--- src/rtl/sevenseg_pkg.sv ---
// Shared seven-segment definitions: segment bit indices, hex font table and lookup.
// Font entries are active-high {g..a}. Drivers invert them for common-anode pins.
package sevenseg_pkg;

  typedef logic [6:0] seg_t;

  localparam int unsigned SEG_A = 0;
  localparam int unsigned SEG_B = 1;
  localparam int unsigned SEG_C = 2;
  localparam int unsigned SEG_D = 3;
  localparam int unsigned SEG_E = 4;
  localparam int unsigned SEG_F = 5;
  localparam int unsigned SEG_G = 6;

  localparam seg_t FONT [16] = '{
    7'h3F, 7'h06, 7'h5B, 7'h4F, 7'h66, 7'h6D, 7'h7D, 7'h07,
    7'h7F, 7'h6F, 7'h77, 7'h7C, 7'h39, 7'h5E, 7'h79, 7'h71
  };

  function automatic seg_t hex_to_seg(input logic [3:0] nibble);
    return FONT[nibble];
  endfunction

endpackage

--- src/rtl/sevenseg_hex_font.sv ---
// Combinational hex nibble to active-high segment pattern {g..a}.
module sevenseg_hex_font
  import sevenseg_pkg::*;
(
  input  logic [3:0] nibble,
  output logic [6:0] seg
);

  assign seg = hex_to_seg(nibble);

endmodule

--- src/rtl/sevenseg_scan_driver.sv ---
// Time-multiplexed common-anode seven-segment driver with a double-buffered frame.
// Optional macro SEVENSEG_DIM_EN adds a BRIGHT input that PWM-gates the anodes.
module sevenseg_scan_driver
  import sevenseg_pkg::*;
#(
  parameter int unsigned DIGITS       = 4,
  parameter int unsigned PRESCALE     = 100000,
  parameter int unsigned BLANK_CYCLES = 1000
) (
  input  logic                  CLK100MHZ,
  input  logic                  RESETN,
  input  logic                  IN_VALID,
  output logic                  IN_READY,
  input  logic [4*DIGITS-1:0]   IN_DATA,
  input  logic [DIGITS-1:0]     IN_DP,
  input  logic [DIGITS-1:0]     IN_BLANK,
`ifdef SEVENSEG_DIM_EN
  input  logic [3:0]            BRIGHT,
`endif
  output logic [DIGITS-1:0]     AN,
  output logic [6:0]            SEG,
  output logic                  DP,
  output logic                  FRAME
);

  localparam int unsigned PC_W = (PRESCALE > 1) ? $clog2(PRESCALE) : 1;
  localparam int unsigned S_W  = (DIGITS > 1) ? $clog2(DIGITS) : 1;

  localparam logic [PC_W-1:0] PC_LAST  = PC_W'(PRESCALE - 1);
  localparam logic [PC_W-1:0] PC_BLANK = PC_W'(BLANK_CYCLES);
  localparam logic [S_W-1:0]  S_LAST   = S_W'(DIGITS - 1);

  // Scan counters
  logic [PC_W-1:0] pc_q, pc_d;
  logic [S_W-1:0]  s_q, s_d;
  logic            pc_wrap, frame_end;

  always_comb begin
    pc_wrap   = (pc_q == PC_LAST);
    frame_end = pc_wrap && (s_q == S_LAST);
    pc_d      = pc_wrap ? '0 : pc_q + 1'b1;
    s_d       = s_q;
    if (pc_wrap) begin
      s_d = (s_q == S_LAST) ? '0 : s_q + 1'b1;
    end
  end

  always_ff @(posedge CLK100MHZ or negedge RESETN) begin
    if (!RESETN) begin
      pc_q <= '0;
      s_q  <= '0;
    end else begin
      pc_q <= pc_d;
      s_q  <= s_d;
    end
  end

  // Frame buffers
  logic [4*DIGITS-1:0] pend_data_q, disp_data_q;
  logic [DIGITS-1:0]   pend_dp_q, disp_dp_q;
  logic [DIGITS-1:0]   pend_blank_q, disp_blank_q;
  logic                pend_full_q, pend_full_d;
  logic                accept, swap;

  assign IN_READY = !pend_full_q;
  assign accept   = IN_VALID && !pend_full_q;
  // Only a frame already pending before the boundary cycle is promoted.
  assign swap     = frame_end && pend_full_q;

  always_comb begin
    pend_full_d = pend_full_q;
    if (swap) begin
      pend_full_d = 1'b0;
    end else if (accept) begin
      pend_full_d = 1'b1;
    end
  end

  always_ff @(posedge CLK100MHZ or negedge RESETN) begin
    if (!RESETN) begin
      pend_full_q  <= 1'b0;
      pend_data_q  <= '0;
      pend_dp_q    <= '0;
      pend_blank_q <= '0;
      disp_data_q  <= '0;
      disp_dp_q    <= '0;
      disp_blank_q <= '1;
    end else begin
      pend_full_q <= pend_full_d;
      if (accept) begin
        pend_data_q  <= IN_DATA;
        pend_dp_q    <= IN_DP;
        pend_blank_q <= IN_BLANK;
      end
      if (swap) begin
        disp_data_q  <= pend_data_q;
        disp_dp_q    <= pend_dp_q;
        disp_blank_q <= pend_blank_q;
      end
    end
  end

  // Slot decode
  logic [3:0]        cur_nibble;
  logic [6:0]        cur_seg;
  logic [DIGITS-1:0] slot_onehot;
  logic              lit;
  logic              an_on;

  assign cur_nibble = disp_data_q[{s_q, 2'b00} +: 4];

  sevenseg_hex_font u_font (
    .nibble (cur_nibble),
    .seg    (cur_seg)
  );

`ifdef SEVENSEG_DIM_EN
  logic [3:0] pwm_q;

  always_ff @(posedge CLK100MHZ or negedge RESETN) begin
    if (!RESETN) begin
      pwm_q <= '0;
    end else begin
      pwm_q <= pwm_q + 4'd1;
    end
  end

  assign an_on = lit && (pwm_q <= BRIGHT);
`else
  assign an_on = lit;
`endif

  logic [DIGITS-1:0] an_d;
  logic [6:0]        seg_d;
  logic              dp_d, frame_d;

  always_comb begin
    slot_onehot      = '0;
    slot_onehot[s_q] = 1'b1;
    lit              = (pc_q >= PC_BLANK) && !disp_blank_q[s_q];
    an_d             = an_on ? ~slot_onehot : '1;
    seg_d            = lit ? ~cur_seg : '1;
    dp_d             = lit ? ~disp_dp_q[s_q] : 1'b1;
    frame_d          = (pc_q == '0) && (s_q == '0);
  end

  // Outputs lag the counters by one cycle.
  always_ff @(posedge CLK100MHZ or negedge RESETN) begin
    if (!RESETN) begin
      AN    <= '1;
      SEG   <= '1;
      DP    <= 1'b1;
      FRAME <= 1'b0;
    end else begin
      AN    <= an_d;
      SEG   <= seg_d;
      DP    <= dp_d;
      FRAME <= frame_d;
    end
  end

endmodule

--- config.mk ---
export PLATFORM = sky130hd
export DESIGN_NAME = sevenseg_scan_driver
export DESIGN_NICKNAME = d
export VERILOG_FILES = /design/src/rtl/sevenseg_pkg.sv /design/src/rtl/sevenseg_hex_font.sv /design/src/rtl/sevenseg_scan_driver.sv
export SDC_FILE = /design/constraint.sdc
export NUM_CORES = 1
export LEC_CHECK = 0
export CAP_MARGIN = 10
export CORE_MARGIN = 10
export CORE_UTILIZATION = 30
export DETAILED_ROUTE_END_ITERATION = 16
export PLACE_DENSITY_LB_ADDON = 0.3
export SYNTH_ARGS = -nofsm -noshare
export SYNTH_HDL_FRONTEND = slang
export SYNTH_SLANG_ARGS = --single-unit
--- constraint.sdc ---
create_clock -name CLK100MHZ -period 6.8 [get_ports CLK100MHZ]
set_clock_uncertainty 0.1 [all_clocks]
set_input_delay 1.7 -clock CLK100MHZ [delete_from_list [all_inputs] [get_ports CLK100MHZ]]
set_output_delay 1.7 -clock CLK100MHZ [all_outputs]
set_load 0.02 [all_outputs]
# Word-level counts from Yosys, hierarchy flattened
# Memory sizes are Yosys's and may differ from the RTL's.
# Cells that the tools add are included.
# totals
regBits,81
romBits,112
inputBits,27
out_inout_bits,14
elab_cells,53
memories,1
# classes
addsub,2
n_lt_le_gt_ge,4
n_eq_ne,2
n_shift,1
n_mux,15
bitwise,4
reduce_logical,11
# mem_list
memory,depth,word_bits,read_ports,rd_clocked_by_memory_dff,write_ports,line_no,rtl
(no name shown),16,7,1,0,0,sevenseg_pkg.sv:21,return FONT[nibble];
# op_table
op,n
7-bit 2-to-1 mux,3
"17-bit by 1-bit adder with 17-bit output, second input constant",1
"17-bit equality test, second input constant",1
"17-bit by 10-bit greater-or-equal comparator with 1-bit output, second input constant",1
17-bit logical NOT,1
17-bit 2-to-1 mux,1
16-bit by 5-bit indexed part select with 4-bit output,1
7-bit inverter,1
1-bit logical AND,6
1-bit 2-to-1 mux,6
"5-bit greater-or-equal comparator, second input constant",1
4-bit inverter with 5-bit output,1
1-bit binary-select mux with 2-bit select,2
4-bit 2-to-1 mux,1
4-bit inverter,1
"2-bit by 3-bit less-than comparator with 1-bit output, second input constant",1
"2-bit by 1-bit adder with 2-bit output, second input constant",1
1-bit demux with 2-bit select,1
"2-bit equality test, second input constant",1
"2-bit by 1-bit greater-or-equal comparator with 1-bit output, second input constant",1
1-bit logical NOT,2
2-bit logical NOT,1
2-bit 2-to-1 mux,1
2-bit nonzero test,1
1-bit inverter,1

# Depth between registers and ports, before layout
# logic_depth
word_depth,7
mapped_depth,7
ltp_nobuf,6

# Modules after synthesis
# A second synthesis with hierarchy kept.
# unflattened
cells_unflattened,271
hier_area_um2,3734.8
# by_module_without_submodules
mod,instances,cells_per_inst,area_each_um2,seq_area_each_um2
sevenseg_scan_driver,1,238,3444.6,2047.0
sevenseg_hex_font,1,33,290.3,0.0

# Least setup slack after synthesis
# Ideal clock, no wire load.
# synth_path
kind,input to register
startpoint,in IN_VALID
endpoint,reg pend_blank_q[1]
arrival_time_ps,2736
required_ps,6575
slack_ps,3839
stages,4
cell_sequence,nor2b_1 > clkbuf_1 > clkbuf_1 > mux2_2
# synth_via
elab_chain_cells,1
# synth_lines
item,line_no,rtl
"start, declared",sevenseg_scan_driver.sv:12,"input logic IN_VALID,"
1-bit logical AND,sevenseg_scan_driver.sv:66,assign accept = IN_VALID && !pend_full_q;
"end signal, assigned",sevenseg_scan_driver.sv:84,pend_blank_q <= '0;
"end signal, assigned",sevenseg_scan_driver.sv:93,pend_blank_q <= IN_BLANK;
"end, declared",sevenseg_scan_driver.sv:61,"logic [DIGITS-1:0] pend_blank_q, disp_blank_q;"
# No other way between the ends.
# A chain may end at the register's enable or synchronous reset.

# Worst setup path after layout
# layout_path
startpoint,reg pend_full_q
endpoint,out IN_READY
# layout_via
elab_chain_cells,1
# layout_lines
item,line_no,rtl
"start, declared",sevenseg_scan_driver.sv:62,"logic pend_full_q, pend_full_d;"
"start signal, assigned",sevenseg_scan_driver.sv:89,pend_full_q <= pend_full_d;
1-bit logical NOT,sevenseg_scan_driver.sv:65,assign IN_READY = !pend_full_q;
"end, declared",sevenseg_scan_driver.sv:13,"output logic IN_READY,"
# No other way between the ends.

==> results.json <==
{
  "clock_sinks": 81,
  "period_share": 0.481,
  "cts-buffers-inserted": 9,
  "synth_seq_area_share": 0.554,
  "die_x_um": 131,
  "dr_total_vias": 2219,
  "maxCapViolations": 0,
  "clk_pin_slew_ns": 0.06,
  "cp_data_required_time_ns": 5.00,
  "cts_resized": 0,
  "critPathLaunch": "pend_full_q",
  "yosys-top-cells-area": "dfrtp_1 (44%), mux2_2 (15%), dfstp_2 (11%)",
  "grt_max_degree": 82,
  "tns_ns": 0,
  "fmax_ghz": 0.306,
  "synth.largest_area_cell": "dfrtp_1",
  "setup_viol": 0,
  "period_needed_ns": 3.27,
  "syn-num-nets": 318,
  "avgSynthCellArea_um2": 13.2,
  "yosysTopAreaCellShare": 0.440,
  "fin_ws_ns": 3.53,
  "first_pass_iters": 4,
  "yosysUniqueCellTypes": 39,
  "grt_pass1_vias": 2301,
  "hp-class": "reg -> reg",
  "final_cells": 492,
  "synthFlopType": "dfrtp_1",
  "r2r_cells": 5,
  "async_flop_share": 1.00,
  "root_buffer": "clkbuf_16",
  "power_leakage_nw": 1.99,
  "final_hold_viol_count": 0,
  "postCtsSetupRepairBufs": 0,
  "insertedDiodeCount": 0,
  "cts_tree": "built",
  "nNetsFinal": 358,
  "antenna_found_initial": 0,
  "num_rows": 40,
  "drive_gt1_frac": 0.293,
  "final_cell_mix": "dfrtp_1 (65), mux2_2 (48), clkdlybuf4s50_1 (39)",
  "syn-instance-count": 279,
  "wire_per_inst_um": 14.2,
  "wl_mm": 6.97,
  "htree_levels": 3,
  "tightest_slew_ns": 0.988,
  "ant_nets": 0,
  "r2r_slack_ns": 4.38,
  "syn2layout_area_growth_pct": 24.5,
  "crit_end": "IN_READY",
  "end_kind": "output pin",
  "relSlewSlack": 0.341,
  "clk_latency_ns": 0.34,
  "r2r-end": "SEG[3]",
  "start_util": 0.306,
  "routed_via_density": 4.51,
  "drc": 0,
  "synth_edf_count": 0,
  "track_usage": 0.0872,
  "p_per_area_nw_per_um2": 241,
  "port_buffers": 40,
  "worstReg2RegStart": "s_q[0]",
  "dp.cells": 476,
  "drv_slew": 0,
  "hpwl_mm": 4.81,
  "yosys_register_bits": 81,
  "syn-cell-area_um2": 3700,
  "die_area_um2": 17200,
  "setup.worst_path.class": "reg -> out",
  "arrival_ns": 1.47,
  "drt_iter0_drc": 116,
  "fillers": 1164,
  "pre_cts_ws_ns": 3.57,
  "postCtsHoldBufs": 0,
  "grt_pass1_wl_mm": 11.8,
  "rsz0062_at_grt": "false",
  "whs_ns": 0.402,
  "cp_max_fo": 4,
  "ir_drop_v": 0.000122,
  "cts.path.max_buffers": 2,
  "io_pins": 41,
  "core_area_um2": 12100,
  "crit_path_start_kind": "flop",
  "die_y_um": 131,
  "final_common_cell": "dfrtp_1",
  "gr-total-overflow": 0,
  "yosys_warnings": 0,
  "place.gp.congestion": 0.845,
  "status": "completed",
  "report.power.total_mw": 1.11
}
[layer usage]
| layer | up-vias | global-route usage | routed length (µm) |
|---|---|---|---|
| met4 | 0 | 0.0373 | 90 |
| met2 | 47 | 0.127 | 3100 |
| met3 | 7 | 0.0326 | 491 |
| met5 | - | 0 | 0 |
| li1 | 1071 | - | - |
| met1 | 1094 | 0.113 | 3280 |
[final cells by class]
cell class / instances / area [µm²] / area share
Clock inverter: 7 / 124 / 0.0269
Timing Repair Buffer: 42 / 413 / 0.0897
Clock buffer: 9 / 225 / 0.0490
Inverter: 10 / 37.5 / 0.00816
Sequential cell: 81 / 2050 / 0.445
Multi-Input combinational cell: 175 / 1540 / 0.336
Tap cell: 168 / 210 / 0.0457
[sequential cells by signal, summed over array words and instances, names as in the netlist]
signal and flops:
disp_data_q 16, SEG 7, disp_blank_q 4, s_q 2
FRAME 1, DP 1, pend_data_q 16, disp_dp_q 4
AN 4, pend_full_q 1, pend_blank_q 4, pend_dp_q 4
pc_q 17
[how the worst min path moves through the flow]
stage                          from              end  slack [ns]  depth (start not counted)
CTS                 pend_blank_q[0]  disp_blank_q[0]        0.41                          1
finish                 disp_dp_q[1]     disp_dp_q[1]        0.40                          1
detailed placement  pend_data_q[12]  pend_data_q[12]        0.39                          1
global placement       disp_dp_q[1]     disp_dp_q[1]        0.39                          1
floorplan           pend_data_q[14]  disp_data_q[14]        0.36                          1
global route        pend_data_q[13]  pend_data_q[13]        0.42                          1
[kinds of logic after synthesis]
kind of cell,count (synthesis),synth area share
DFF,81,0.554
and+or+nand+nor,70,0.107
muxes,59,0.200
buffers and inverters,23,0.0291
AOI/OAI and AO/OA,18,0.0311
xor gates and xnor gates,16,0.0379
adders and majority gates,12,0.0406
[where the power goes]
part           leakage (nW)  switching [mW]  internal [mW]
Combinational         0.800          0.0141         0.0247
Clock                 0.172           0.201          0.363
Sequential             1.02         0.00778          0.499
Total                  1.99           0.223          0.887
[worst max-delay path, cell delays in order, from the launching register on]
cell and delay [ns]:
dfrtp_1 0.44, inv_1 0.09, clkdlybuf4s50_1 0.61
[metrics by stage]
stage | util | cell area (µm²)
floorplan | - | 3700
global placement | 0.352 | 4250
detailed placement | 0.352 | 4250
CTS | 0.381 | 4600
global route | 0.381 | 4600
finish | 0.381 | 4600
[cells in the mapped netlist, types with 3 or more instances]
cell type / n
and4_1: 4
clkbuf_1: 8
dfrtp_1: 65
dfstp_2: 16
ha_1: 12
inv_1: 10
mux2_2: 48
mux4_2: 7
nand2_1: 17
nand3_1: 11
nand4_1: 5
nor2_1: 10
nor3_1: 5
nor3b_1: 3
o211ai_1: 3
o21ai_0: 7
xnor2_1: 4
xor2_1: 12
(Power assumes the default switching activity.)
